$ cat config.mk
export PLATFORM = sky130hd
export DESIGN_NAME = mem_access_unit
export DESIGN_NICKNAME = d
export VERILOG_FILES = /design/src/rtl/mau_pkg.sv /design/src/rtl/mau_watchdog.sv /design/src/rtl/mem_access_unit.sv
export SDC_FILE = /design/constraint.sdc
export NUM_CORES = 1
export LEC_CHECK = 0
export BUFFER_PORTS_ARGS = -buffer_cell sky130_fd_sc_hd__clkbuf_2
export CORE_MARGIN = 5
export CORE_UTILIZATION = 48
export DETAILED_ROUTE_END_ITERATION = 6
export PLACE_DENSITY = 0.82
export REMOVE_ABC_BUFFERS = 1
export SYNTH_ARGS = -nofsm -noshare
export SYNTH_HDL_FRONTEND = slang
export SYNTH_HIERARCHICAL = 1
export SYNTH_SLANG_ARGS = --single-unit
$ cat constraint.sdc
create_clock -name clk -period 3.42 [get_ports clk]
set_clock_uncertainty 0.1 [all_clocks]
set_input_delay 0.171 -clock clk [delete_from_list [all_inputs] [get_ports clk]]
set_output_delay 0.171 -clock clk [all_outputs]
set_load 0.01 [all_outputs]
$ cat src/rtl/mau_pkg.sv
// Shared types and default sizes for the MAR/MDR memory-access unit,
// so the datapath top and the bench agree on widths and state encoding.
package mau_pkg;

  typedef enum logic [1:0] {
    IDLE   = 2'd0,
    ACCESS = 2'd1,
    DONE   = 2'd2
  } mau_state_e;

  typedef enum logic {
    OP_RD = 1'b0,
    OP_WR = 1'b1
  } mau_op_e;

  localparam int MAU_DATA_W  = 32;
  localparam int MAU_ADDR_W  = 9;
  localparam int MAU_TIMEOUT = 16;

endpackage

$ cat src/rtl/mau_watchdog.sv
// Cycle counter that flags the last allowed ACCESS cycle; only present when
// MAU_TIMEOUT_EN is defined (the default build carries no watchdog at all).
`ifdef MAU_TIMEOUT_EN
module mau_watchdog #(
  parameter int MAX = 16
) (
  input  logic clk,
  input  logic clr,
  input  logic clear,
  input  logic en,
  output logic expired
);

  localparam int CW = $clog2(MAX);

  logic [CW-1:0] cnt_q, cnt_d;

  // cnt_q holds the number of completed enabled cycles since the last clear
  always_comb begin
    cnt_d = cnt_q;
    if (clear) begin
      cnt_d = '0;
    end else if (en && !expired) begin
      cnt_d = cnt_q + CW'(1);
    end else begin
      cnt_d = cnt_q;
    end
  end

  // counter register
  always_ff @(posedge clk or negedge clr) begin
    if (!clr) begin
      cnt_q <= '0;
    end else begin
      cnt_q <= cnt_d;
    end
  end

  assign expired = (cnt_q == CW'(MAX - 1));

endmodule
`endif

$ cat src/rtl/mem_access_unit.sv
// MAR/MDR memory-access unit: holds address/data and runs one req/ack memory
// transaction at a time. Define MAU_TIMEOUT_EN to add the ACCESS watchdog.
module mem_access_unit
  import mau_pkg::*;
#(
  parameter int DATA_W  = MAU_DATA_W,
  parameter int ADDR_W  = MAU_ADDR_W,
  parameter int TIMEOUT = MAU_TIMEOUT
) (
  input  logic              clk,
  input  logic              clr,
  input  logic [DATA_W-1:0] bus_in,
  input  logic              mar_ld,
  input  logic              mdr_ld,
  input  logic              rd_req,
  input  logic              wr_req,
  output logic [DATA_W-1:0] mdr_out,
  output logic [ADDR_W-1:0] mar_out,
  output logic              busy,
  output logic              done,
  output logic              err,
  output logic [ADDR_W-1:0] mem_addr,
  output logic [DATA_W-1:0] mem_wdata,
  output logic              mem_rd,
  output logic              mem_wr,
  input  logic [DATA_W-1:0] mem_rdata,
  input  logic              mem_ack
);

  mau_state_e        state_q, state_d;
  mau_op_e           op_q, op_d;
  logic [ADDR_W-1:0] mar_q, mar_d;
  logic [DATA_W-1:0] mdr_q, mdr_d;
  logic              busy_q, busy_d;
  logic              done_q, done_d;
  logic              mem_rd_q, mem_rd_d;
  logic              mem_wr_q, mem_wr_d;
  logic              timeout_s;

  // next state; MAR/MDR loads only in IDLE so the memory sees stable operands
  always_comb begin
    state_d  = state_q;
    op_d     = op_q;
    mar_d    = mar_q;
    mdr_d    = mdr_q;
    done_d   = 1'b0;
    mem_rd_d = 1'b0;
    mem_wr_d = 1'b0;
    case (state_q)
      IDLE: begin
        if (mar_ld) begin
          mar_d = bus_in[ADDR_W-1:0];
        end else begin
          mar_d = mar_q;
        end
        if (mdr_ld) begin
          mdr_d = bus_in;
        end else begin
          mdr_d = mdr_q;
        end
        // a read takes priority; a simultaneous write is dropped
        if (rd_req) begin
          state_d  = ACCESS;
          op_d     = OP_RD;
          mem_rd_d = 1'b1;
        end else if (wr_req) begin
          state_d  = ACCESS;
          op_d     = OP_WR;
          mem_wr_d = 1'b1;
        end else begin
          state_d = IDLE;
        end
      end
      ACCESS: begin
        if (mem_ack) begin
          state_d = DONE;
          done_d  = 1'b1;
          if (op_q == OP_RD) begin
            mdr_d = mem_rdata;
          end else begin
            mdr_d = mdr_q;
          end
        end else if (timeout_s) begin
          state_d = DONE;
          done_d  = 1'b1;
        end else begin
          mem_rd_d = (op_q == OP_RD);
          mem_wr_d = (op_q == OP_WR);
        end
      end
      DONE: begin
        state_d = IDLE;
      end
      default: begin
        state_d = IDLE;
      end
    endcase
    busy_d = (state_d != IDLE);
  end

  // state and registered outputs
  always_ff @(posedge clk or negedge clr) begin
    if (!clr) begin
      state_q  <= IDLE;
      op_q     <= OP_RD;
      mar_q    <= '0;
      mdr_q    <= '0;
      busy_q   <= 1'b0;
      done_q   <= 1'b0;
      mem_rd_q <= 1'b0;
      mem_wr_q <= 1'b0;
    end else begin
      state_q  <= state_d;
      op_q     <= op_d;
      mar_q    <= mar_d;
      mdr_q    <= mdr_d;
      busy_q   <= busy_d;
      done_q   <= done_d;
      mem_rd_q <= mem_rd_d;
      mem_wr_q <= mem_wr_d;
    end
  end

`ifdef MAU_TIMEOUT_EN
  logic wd_clear_s;
  logic wd_expired_s;
  logic err_q, err_d;

  assign wd_clear_s = (state_q != ACCESS);

  mau_watchdog #(
    .MAX(TIMEOUT)
  ) u_watchdog (
    .clk    (clk),
    .clr    (clr),
    .clear  (wd_clear_s),
    .en     (!wd_clear_s),
    .expired(wd_expired_s)
  );

  assign timeout_s = wd_expired_s;

  // err is sticky from an abort until the next accepted request
  always_comb begin
    err_d = err_q;
    if ((state_q == IDLE) && (rd_req || wr_req)) begin
      err_d = 1'b0;
    end else if ((state_q == ACCESS) && !mem_ack && timeout_s) begin
      err_d = 1'b1;
    end else begin
      err_d = err_q;
    end
  end

  // error flag register
  always_ff @(posedge clk or negedge clr) begin
    if (!clr) begin
      err_q <= 1'b0;
    end else begin
      err_q <= err_d;
    end
  end

  assign err = err_q;
`else
  logic unused_timeout_s;

  assign unused_timeout_s = (TIMEOUT > 1);
  assign timeout_s        = 1'b0;
  assign err              = 1'b0;
`endif

  assign mdr_out   = mdr_q;
  assign mar_out   = mar_q;
  assign mem_addr  = mar_q;
  assign mem_wdata = mdr_q;
  assign busy      = busy_q;
  assign done      = done_q;
  assign mem_rd    = mem_rd_q;
  assign mem_wr    = mem_wr_q;

endmodule

======== Yosys cells after proc, flatten, opt, wreduce, memory -nomap -nowiden ========
Index checks and enable logic that the tools add are counted.
word-level totals
  word-level logic and storage cells ...... 39
  register bits after elaboration ......... 48
  input port bits ......................... 71
operators by class
  reduce and logical (&&, ||, !) cells .... 7
  eq/ne operators ......................... 4
  muxes and demuxes ....................... 19
  bitwise logic cells ..................... 1
operators with widths
  cell                                           number
  2-to-1 mux 32 bit                              3
  case mux 32 bit (2 select lines)               1
  2-to-1 mux 1 bit                               11
  inequality test 2 bit, second input constant   3
  nonzero test 2 bit                             3
  case mux 1 bit (2 select lines)                2
  case mux 2 bit (2 select lines)                1
  AND reduction 2 bit                            2
  AND reduction 4 bit                            1
  == test 2 x 1 -> 1 bit, second input constant  1
  zero test 2 bit                                1
  2-to-1 mux 2 bit                               1
  inverter 1 bit                                 1

======== Longest topological paths before layout ========
Gate-level depths: netlist of run 1.
  word-level depth ........................ 4
  mapped depth ............................ 6
  mapped depth without buffers ............ 3

======== Worst setup path after synthesis of run 1 ========
OpenSTA, ideal clock, no wires.
  path kind ............................... register to register
  start ................................... register state_q[0]
  end ..................................... register mdr_q[0], in the netlist mdr_out[0]
  cell stages (with the launch flop) ...... 7
  path buffers ............................ 3
  slack ................................... 1,793 ps
  arrival time ............................ 1,402 ps
  period minus slack after synthesis ...... 1,627 ps
  cell sequence ........................... dfrtp_1 buf_6 nor2b_4 buf_6 buf_12 mux2_4 mux2_4
between the ends
  cells in the longest elaborated chain, start to end .. 3
  elaborated cells between the ends (all ways) .. 8
  classes of those cells .................. 4 x eq/ne; 1 x mux; 3 x reduce/logical
RTL lines
  what                                                                   line                    text
  from (decl)                                                            mem_access_unit.sv:30   mau_state_e state_q, state_d;
  from (signal assigned)                                                 mem_access_unit.sv:113  state_q <= state_d;
  == test 2 x 1 -> 1 bit or zero test 2 bit (tied branches)              mem_access_unit.sv:49   case (state_q)
  inequality test 2 bit (no line) or nonzero test 2 bit (tied branches)  n/a
  AND reduction 4 bit (no line)                                          n/a
  to (signal assigned)                                                   mem_access_unit.sv:116  mdr_q <= mdr_d;
  to (decl)                                                              mem_access_unit.sv:33   logic [DATA_W-1:0] mdr_q, mdr_d;
Parallel ways exist; a longest one is shown, timed or not.
A chain may end at the register's enable or synchronous reset.

======== Final worst setup path of run 1 ========
  start ................................... register state_q[0]
  end ..................................... register mdr_q[11], in the netlist mdr_out[11]
The elaborated chain is that of the path after synthesis.

==> impl_summary.txt, run 1 <==
----------------------------------------------------
[Synthesis]
  Library cell with the largest summed area after synthesis ... dfrtp_1
  Leading cell types by total area after synthesis ... dfrtp_1 (42%), mux2_4 (31%), buf_4 (11%)
  Flip-flop and latch count after synthesis ... 48
  Register area share after synthesis ... a little over two fifths
  Avg Synthesized Cell Area ... between 10 and 15 um^2
  Share of the synthesized area in the top cell type ... 42.4%
  Unique masters post-synth ... 20
  Number of warnings issued by yosys ... 6
  Summed instance area of the synthesized netlist ... 2830 um^2
  Cell count after synthesis ... 191

[Clocking]
  TritonCTS Buffers ... 5
  Clk_lat worst skew ... 0.29 ns
  Total number of H-tree levels ... 2
  CTS tree ... built
  Worst-path clk slew ... roughly 0.080 ns
  Clock net sink count ... 48
  Post CTS Setup Buffer Count ... 0
  Clock Tree Root ... clkbuf_8
  Largest buffer count on any clock path ... 2

[Outcome]
  Outcome ... finished, final reports clean

[Cells and area]
  Number of nets in the layout ... 378
  Commonest non-fill, non-tap cell in the layout ... clkbuf_2
  Post-layout instance count excluding filler cells ... 383
  Synthesis-to-finish area growth ... 19.6%
  Most used cells in the layout excluding fill and tap cells ... clkbuf_2 (156), mux2_4 (58), dfrtp_1 (48)
  Final Core Density ... 58.2%
  Fraction of layout instances using a drive strength above 1 ... 77.9%
  Antenna Diode Count ... 0

[STA]
  Final cycle utilization of the critical path ... ~63%
  Min Clock Period, post-route ... between 2 and 2.5 ns
  Number of hold violations in the final report ... 0
  Final number of setup-violating endpoints ... 0
  Slew Limit Fails ... 0
  Worst Max-Slew Pin Slew ... 0.612 ns
  TNS Setup ... 0 ns
  Maximum clock rate ... 462 MHz
  Hold Worst Slack ... 0.0231 ns
  Worst setup slack after layout ... 1.25 ns
  Worst slew margin ... 59.2%
  Unrepaired setup endpoints after global routing ... no

[Floorplan]
  CORE AREA ... between 5000 and 6000 um^2
  Die Ht ... 86.8 um
  Starting density of the core ... 48.7%
  I/O pin cnt ... ~160
  Area of the die ... 7540 um^2
  Die span in x ... about 87 um
  Standard-cell rows ... 28

[Worst setup path]
  Crit path DAT ... 2.25 ns
  Category of the critical setup timing path ... register to register
  Category of the worst setup path capture point ... register
  Reg-to-reg slack, setup ... 1.25 ns
  Data required time of the worst path ... 3.50 ns
  Kind of launch point of the worst setup path ... register
  Maximum fanout along the worst path ... 20

[GRT]
  GRT Residual Overflow ... 0
  Pin count of the biggest net entering global routing ... 49
  Number of antenna violations at the first check in global routing ... 0
  Total global-route track usage ... 15.3%
  Via count of the first global-routing pass ... 1,827
  First-pass GRT wire length ... 9000 um

[Drt]
  Total DRC errors in the routed layout ... 0
  Via total after detailed routing ... 1,779
  Number of DRC violations after detailed-routing iteration 0 ... 36
  DRT Pass-1 Iters ... 4
  Average via count per standard cell ... ~4.6
  Average detailed-routed wire length per instance ... roughly 15 um
  Count of antenna-violating nets left after detailed routing ... 0
  Total detailed-routing wirelength ... 5850 um

[Placed design]
  Sum of net half-perimeters after detailed placement ... 4590 um
  Routability congestion estimate ... 0.816
  Pre-CTS WS ... 1.24 ns
  Placed cells ... 373
  Number of buffers inserted by port buffering ... 156

[Job]
  Number of maximum-capacitance violations ... 0

[Pwr]
  Power Dens Cells ... 898 nW/um^2
  Max VDD drop ... around 0.52 mV
  Standby leakage power ... 1.85 nW

[Worst hold path]
  Path type of the worst min-delay path ... input pin to register

----------------------------------------------------
[Yosys cell counts]
library cell,count
buf_4,42
and2_1,3
buf_8,1
buf_6,2
nand3b_1,1
or3b_2,1
buf_2,1
conb_1,1
buf_12,5
nor2b_4,1
dfrtp_1,48
and4bb_1,1
a21o_4,1
mux2_2,15
a211oi_1,1
nor3_1,1
nor2_1,4
a21oi_1,3
mux2i_1,1
mux2_4,58
[path summary, 6_finish.rpt]
kind | startpoint | endpoint | depth (start not counted)
max in group asynchronous | clr | mdr_out[11]$_DFFE_PN0P_ | 3
worst min-delay path | bus_in[8] | mar_out[8]$_DFFE_PN0P_ | 2
worst max register to register | state_q[0]$_DFF_PN0_ | mdr_out[11]$_DFFE_PN0P_ | 4
worst max-delay path | state_q[0]$_DFF_PN0_ | mdr_out[11]$_DFFE_PN0P_ | 4
min in group asynchronous | clr | mdr_out[24]$_DFFE_PN0P_ | 3
worst min register to register | mar_out[8]$_DFFE_PN0P_ | mar_out[8]$_DFFE_PN0P_ | 1
[report_power, final]
part / leakage [nW] / internal [mW] / switching [mW]
Combinational: 1.24 / 0.909 / 0.716
Sequential: 0.565 / 0.842 / 0.231
Clock: 0.0455 / 0.165 / 0.178
[stage by stage]
stage          power, mW  area, um^2
2_1_floorplan       2.03        2370
3_3_place_gp        2.70        3280
3_5_place_dp        2.74        3280
4_1_cts             3.09        3390
5_1_grt             3.24        3390
6_report            3.04        3390
[routing by layer]
metal	part of all wire (%)	track usage, %	up-vias
li1	-	-	843
met1	40	19.0	839
met3	10	5.04	6
met2	49	26.2	91
met5	0	0	-
met4	0.77	2.97	0
[area by class of cell]
cell class / instances / area, um^2
Tap cell: 75 / 93.8
Clock buffer: 8 / 90.1
Sequential cell: 48 / 1200
Timing Repair Buffer: 160 / 828
Multi-Input combinational cell: 92 / 1170
Fill cell: 503 / 2430
[state kept, by name (all words and copies together), names as in the netlist]
register	flops
busy	1
done	1
mar_out	9
mdr_out	32
mem_rd	1
mem_wr	1
op_q	1
state_q	2
[worst max-delay path: stages (launching register included)]
cell	delay, ns
dfrtp_1	0.48
nor2b_4	0.58
buf_12	0.26
mux2_2	0.35
mux2_4	0.26
[what timing repair did]
action | in CTS | in global routing
resized for setup | 0 | 0
endpoints found under the hold margin | 49 | 0
hold buffers | 2 | 0
[cell families after synthesis]
group | synth area share [%]
other | 0.132
DFF | 42.4
and+or+nand+nor | 2.87
muxes | 37.1
buffers and inverters | 16.2
AOI/OAI and AO/OA | 1.33
No activity file was read; power rests on OpenSTA's default activity.
==> run 2: changes to the inputs <==
Settings changed: CORE_UTILIZATION 48 to 40, PLACE_DENSITY 0.82 to 0.72.
Clock period 3.42 ns to 1.8 ns, I/O delays scaled along.
==> run 2 against run 1 <==
- hold slack better by 0.0078 ns
- non-clock buffer count rose by 17
- critical path depth stayed put
- register-to-register slack got worse by 1.2 ns
- total power increased by 96%
- cell count increased by 9.9%
- cell area increased by 6.9%
- flip-flop and latch count unchanged
- clock-buffer cell count is the same
==> impl_summary.txt, run 2 (synthesis gave the netlist of run 1 again) <==
----------------------------------------------------
[Pwr]
  Reg power frac ... 34.0% (-1.3 points)
  Power Dens Cells ... 1650 nW/um^2 (+83%)
  Internal Power ... 3.77 mW (+97%)
  Net switching fraction of the power ... 36.7% (-0.27 points)
  Max VDD drop ... 0.695 mV (+33%)
  Clock power share ... 10.9% (-0.4 points)
  Switching power ... 2.19 mW (+95%)
  Share of total power in combinational logic ... 55.1% (+1.7 points)
  Standby leakage power ... 1.94 nW (+4.9%)

[Clocking]
  Total number of H-tree levels ... 2 (unchanged)
  TritonCTS Buffers ... 5 (unchanged)
  Largest buffer count on any clock path ... 2 (unchanged)
  Clock net sink count ... 48 (unchanged)
  Clock Tree Root ... clkbuf_8
  Post CTS Setup Buffer Count ... 0 (unchanged)
  CTS tree ... built
  Clk_lat worst skew ... 0.29 ns (about the same)
  Worst-path clk slew ... 0.08 ns (about the same)

[Worst setup path]
  Endpoint of the worst register-to-register path ... mdr_out[10]$_DFFE_PN0P_
  Worst r2r path cells ... 4 (unchanged)
  Maximum fanout along the worst path ... 20 (unchanged)
  FF-to-FF Start ... state_q[1]$_DFF_PN0_
  Reg-to-reg slack, setup ... 0.09 ns (-1.16 ns)
  Data required time of the worst path ... 1.88 ns (-1.62 ns)
  Category of the worst setup path capture point ... register
  Kind of launch point of the worst setup path ... register
  Crit path DAT ... 1.79 ns (-0.46 ns)
  Category of the critical setup timing path ... register to register

[Drt]
  Total detailed-routing wirelength ... 6180 um (+5.7%)
  Via total after detailed routing ... 1,854 (+4.2%)
  Number of DRC violations after detailed-routing iteration 0 ... 48 (+33%)
  Count of antenna-violating nets left after detailed routing ... 0 (unchanged)
  Total DRC errors in the routed layout ... 0 (unchanged)
  Average detailed-routed wire length per instance ... 14.7 um (-3.8%)
  DRT Pass-1 Iters ... 4 (unchanged)
  Average via count per standard cell ... 4.40 (-5.2%)

[Job]
  Number of maximum-capacitance violations ... 0 (unchanged)

[GRT]
  First-pass GRT wire length ... 10,000 um (+12%)
  Number of antenna violations at the first check in global routing ... 0 (unchanged)
  Via count of the first global-routing pass ... 1,985 (+8.6%)
  Total global-route track usage ... 14.3% (-1.0 points)
  Pin count of the biggest net entering global routing ... 27 (-45%)
  GRT Residual Overflow ... 0 (unchanged)

[STA]
  Min Clock Period, post-route ... 1.71 ns (-0.456 ns)
  Maximum clock rate ... 585 MHz (+27%)
  Number of hold violations in the final report ... 0 (unchanged)
  Final cycle utilization of the critical path ... 95.0% (+32 points)
  Unrepaired setup endpoints after global routing ... no
  Worst setup slack after layout ... 0.0907 ns (-1.16 ns)
  Hold Worst Slack ... 0.0310 ns (+0.00783 ns)
  TNS Setup ... 0 ns (unchanged)
  Final number of setup-violating endpoints ... 0 (unchanged)
  Slew Limit Fails ... 0 (unchanged)

[Placed design]
  Sum of net half-perimeters after detailed placement ... 4900 um (+6.7%)
  Number of buffers inserted by port buffering ... 156 (unchanged)
  Pre-CTS WS ... 0.0894 ns (-1.15 ns)
  Routability congestion estimate ... 0.773 (-5.3%)

[Floorplan]
  Die span in x ... 94.1 um (+8.4%)
  Standard-cell rows ... 30 (+7.1%)
  I/O pin cnt ... 158 (unchanged)
  Die Ht ... 94.1 um (+8.4%)
  CORE AREA ... 6830 um^2 (+17%)
  Area of the die ... 8860 um^2 (+18%)
  Starting density of the core ... 41.4% (-7.2 points)

[Cells and area]
  Number of nets in the layout ... 395 (+4.5%)
  Most used cells in the layout excluding fill and tap cells ... clkbuf_2 (156), mux2_4 (58), dfrtp_1 (48)
  Synthesis-to-finish area growth ... 27.8%
  Number of flip-flops under the largest register name ... 32 (unchanged)
  Fraction of layout instances using a drive strength above 1 ... 76.0% (-1.9 points)
  Layout filler cell count ... 592 (+18%)
  Antenna Diode Count ... 0 (unchanged)
  Multi-input logic area ... 1170 um^2 (+0.21%)
  FF+latch area ... 1200 um^2 (unchanged)
  Commonest non-fill, non-tap cell in the layout ... clkbuf_2

[Outcome]
  Outcome ... finished, final reports clean

[Worst hold path]
  Path type of the worst min-delay path ... input pin to register
  Worst hold path startpoint ... wr_req
  WHS Endpoint ... busy$_DFF_PN0_
  Number of instances on the worst hold path ... 3 (+1)

----------------------------------------------------
-- run 2: repair_timing --
item                                    4_1_cts  5_1_grt
hold endpoints to repair                     61        0
gates resized for setup                       0        1
endpoints found under the setup margin        0        1
hold buffers                                 13        0
-- run 2: metal layers --
metal	GRT usage, %	vias to the layer above	wire length (um)
met5	0	-	0
met4	3.61	0	55
met3	4.41	6	597
met2	25.4	95	3160
met1	16.6	873	2370
li1	-	880	-
-- run 2: worst max-delay path by stage --
stage	startpoint	endpoint	slack, ns	cells after the start
floorplan	state_q[0]$_DFF_PN0_	mdr_out[10]$_DFFE_PN0P_	-0.35	3
global placement	state_q[1]$_DFF_PN0_	mdr_out[10]$_DFFE_PN0P_	0.13	4
detailed placement	state_q[1]$_DFF_PN0_	mdr_out[10]$_DFFE_PN0P_	0.09	4
CTS	state_q[1]$_DFF_PN0_	mdr_out[10]$_DFFE_PN0P_	0.08	4
global route	state_q[1]$_DFF_PN0_	mdr_out[10]$_DFFE_PN0P_	0.02	4
finish	state_q[1]$_DFF_PN0_	mdr_out[10]$_DFFE_PN0P_	0.09	4
-- run 2: cell type report --
class / count / area share [%]
well taps: 96 / 3.32
multi-input cells: 92 / 32.5
clock buffers: 8 / 2.49
flip-flops and latches: 48 / 33.2
repair buffers: 177 / 28.6
-- run 2: through the flow --
step | instances | area (um^2) | utilization, % | power [mW]
after floorplan | 140 | 2370 | - | 3.86
after global placement | 400 | 3400 | 49.7 | 5.26
after detailed placement | 400 | 3400 | 49.7 | 5.35
after CTS | 421 | 3620 | 52.9 | 6.06
after global routing | 421 | 3620 | 53.0 | 6.38
final | 421 | 3620 | 53.0 | 5.96
-- run 2: worst max-delay path: stages, from the launching register on --
cell and delay (ns):
dfrtp_1 0.48, nor2b_4 0.20, buf_12 0.20, mux2_2 0.34
mux2_2 0.26
-- run 2: power by group through the flow --
| stage | logic [mW] | registers (mW) | clock network (mW) |
|---|---|---|---|
| 5_1_grt | 3.53 | 2.13 | 0.726 |
| 4_1_cts | 3.34 | 2.04 | 0.681 |
| 3_5_place_dp | 3.30 | 2.04 | 0 |
| 2_1_floorplan | 1.37 | 2.49 | 0 |
| 3_3_place_gp | 3.24 | 2.02 | 0 |
| 6_report | 3.29 | 2.03 | 0.650 |
==> run 3: changes to the inputs <==
Settings changed: CTS_CLUSTER_SIZE set to 28, PLACE_DENSITY 0.72 to unset, PLACE_DENSITY_LB_ADDON set to 0.15.
==> run 3 against run 2 <==
- global-route usage is 0.61 points lower
- sequential power hardly changed
- flip-flop and latch count stayed put
- first-iteration DRC count is 69% lower
- clock-buffer cell count is 1 lower
- critical path depth stayed put
- register-to-register slack hardly changed
- highest routed layer unchanged
==> impl_summary.txt, run 3 (synthesis gave the netlist of run 1 again) <==
----------------------------------------------------
[Outcome]
  Outcome ... finished, final reports clean

[Placed design]
  Placed cells ... 399 (-0.25%)
  Cell area after placement ... 3400 um^2 (+0.15%)
  Sum of net half-perimeters after detailed placement ... 4710 um (-3.9%)
  Routability congestion estimate ... 0.726 (-6.1%)
  Number of buffers inserted by port buffering ... 156 (unchanged)

[Worst hold path]
  Path type of the worst min-delay path ... input pin to register

[Drt]
  Number of DRC violations after detailed-routing iteration 0 ... 15 (-69%)
  Via total after detailed routing ... 1,885 (+1.7%)
  Total DRC errors in the routed layout ... 0 (unchanged)
  Total detailed-routing wirelength ... 6190 um (+0.21%)
  Count of antenna-violating nets left after detailed routing ... 0 (unchanged)
  DRT Pass-1 Iters ... 4 (unchanged)
  Average detailed-routed wire length per instance ... 14.7 um (+0.45%)
  Average via count per standard cell ... 4.49 (+1.9%)

[Worst setup path]
  Data required time of the worst path ... 1.88 ns (about the same)
  Kind of launch point of the worst setup path ... register
  Maximum fanout along the worst path ... 18 (-10%)
  Crit path DAT ... 1.78 ns (about the same)
  Category of the worst setup path capture point ... register
  Category of the critical setup timing path ... register to register

[STA]
  Final number of setup-violating endpoints ... 0 (unchanged)
  Worst slew margin ... 65.0%
  Final cycle utilization of the critical path ... 94.8% (-0.12 points)
  Min Clock Period, post-route ... 1.71 ns (-0.00224 ns)
  Slew Limit Fails ... 0 (unchanged)
  Unrepaired setup endpoints after global routing ... no
  Worst Max-Slew Pin Slew ... 0.525 ns
  Maximum clock rate ... 586 MHz (+0.13%)
  Number of hold violations in the final report ... 0 (unchanged)

[Pwr]
  Net switching fraction of the power ... 36.2% (-0.54 points)
  Share of total power in combinational logic ... 54.8% (-0.3 points)
  Standby leakage power ... 1.95 nW (+0.45%)
  Max VDD drop ... 0.776 mV (+12%)
  Reg power frac ... 33.9% (about the same)
  Clock power share ... 11.3% (+0.4 points)
  Internal Power ... 3.81 mW (+0.83%)
  Switching power ... 2.16 mW (-1.5%)
  Power Dens Cells ... 1640 nW/um^2 (-0.61%)

[Cells and area]
  Fraction of layout instances using a drive strength above 1 ... 76.2% (+0.23 points)
  Layout filler cell count ... 626 (+5.7%)
  Area of all placed cells without fillers ... 3640 um^2 (+0.59%)
  Post-layout instance count excluding filler cells ... 420 (-0.24%)
  Commonest non-fill, non-tap cell in the layout ... clkbuf_2
  Antenna Diode Count ... 0 (unchanged)
  Number of flip-flops under the largest register name ... 32 (unchanged)
  Synthesis-to-finish area growth ... 28.6%
  Most used cells in the layout excluding fill and tap cells ... clkbuf_2 (156), mux2_4 (58), dfrtp_1 (48)
  Number of nets in the layout ... 395 (unchanged)

[Floorplan]
  Die Ht ... 94.1 um (unchanged)
  Area of the die ... 8860 um^2 (unchanged)
  I/O pin cnt ... 158 (unchanged)
  CORE AREA ... 6830 um^2 (unchanged)
  Starting density of the core ... 41.4% (unchanged)
  Standard-cell rows ... 30 (unchanged)
  Die span in x ... 94.1 um (unchanged)

[Clocking]
  Clk_lat worst skew ... 0.29 ns (about the same)
  Total number of H-tree levels ... 2 (unchanged)
  TritonCTS Buffers ... 5 (unchanged)
  Clock net sink count ... 48 (unchanged)
  Largest buffer count on any clock path ... 2 (unchanged)
  Post CTS Setup Buffer Count ... 0 (unchanged)
  Worst-path clk slew ... 0.08 ns (about the same)
  Clock Tree Root ... clkbuf_8
  CTS tree ... built

[GRT]
  Total global-route track usage ... 13.7% (-0.61 points)
  GRT Residual Overflow ... 0 (unchanged)
  First-pass GRT wire length ... 9590 um (-4.4%)
  Pin count of the biggest net entering global routing ... 30 (+11%)
  Via count of the first global-routing pass ... 1,953 (-1.6%)
  Number of antenna violations at the first check in global routing ... 0 (unchanged)

[Job]
  Number of maximum-capacitance violations ... 0 (unchanged)

----------------------------------------------------
[run 3: power groups by stage]
stage / Clock, mW / Sequential (mW) / Combinational [mW]
6_report: 0.676 / 2.02 / 3.27
5_1_grt: 0.768 / 2.11 / 3.49
4_1_cts: 0.715 / 2.03 / 3.33
3_5_place_dp: 0 / 2.04 / 3.29
3_3_place_gp: 0 / 2.03 / 3.27
2_1_floorplan: 0 / 2.49 / 1.37
[run 3: worst paths after layout]
kind                                        start                 endpoint  slack, ns  cells past startpoint
max                          state_q[1]$_DFF_PN0_  mdr_out[11]$_DFFE_PN0P_       0.09                      4
min                                  mem_rdata[6]   mdr_out[6]$_DFFE_PN0P_       0.05                      3
max reg2reg                  state_q[1]$_DFF_PN0_  mdr_out[11]$_DFFE_PN0P_       0.09                      4
min reg2reg                mar_out[5]$_DFFE_PN0P_   mar_out[5]$_DFFE_PN0P_       0.44                      1
max in group asynchronous                     clr         op_q$_DFFE_PN0P_       0.87                      3
min in group asynchronous                     clr  mdr_out[14]$_DFFE_PN0P_       0.19                      2
[run 3: metrics by stage]
| stage | util (%) | worst slack [ns] | hold WS, ns | power [mW] | TNS (ns) |
|---|---|---|---|---|---|
| after global placement | 49.8 | 0.120 | 0.00406 | 5.30 | 0 |
| after global routing | 53.3 | 0.0418 | 0.0323 | 6.37 | 0 |
| after floorplan | - | -0.347 | -0.306 | 3.86 | -9.36 |
| after detailed placement | 49.8 | 0.114 | -0.00131 | 5.33 | 0 |
| after CTS | 53.3 | 0.106 | 0.0307 | 6.08 | 0 |
| final | 53.3 | 0.0930 | 0.0450 | 5.96 | 0 |
[run 3: cell type report]
class	instances	area (um^2)	share of cell area [%]
well taps	96	120	3.30
flip-flops and latches	48	1200	33.0
repair buffers	177	1050	28.8
multi-input cells	92	1170	32.3
clock buffers	7	96.3	2.65
[run 3: worst max-delay path: stages (launching register included)]
cell     delay [ns]
dfrtp_1        0.48
nor2b_4        0.21
buf_12         0.20
mux2_2         0.35
mux2_4         0.25
[run 3: repair_timing]
item,in CTS,in global routing
hold buffers,14,0
hold endpoints to repair,34,0
resized for setup,0,1
endpoints found under the setup margin,0,1
[run 3: metal layers]
layer	vias to the layer above	track usage, %	part of all wire (%)
li1	879	-	-
met1	903	17.0	41
met2	93	22.7	48
met3	10	4.49	9.3
met4	0	3.61	1.4
met5	-	0	0
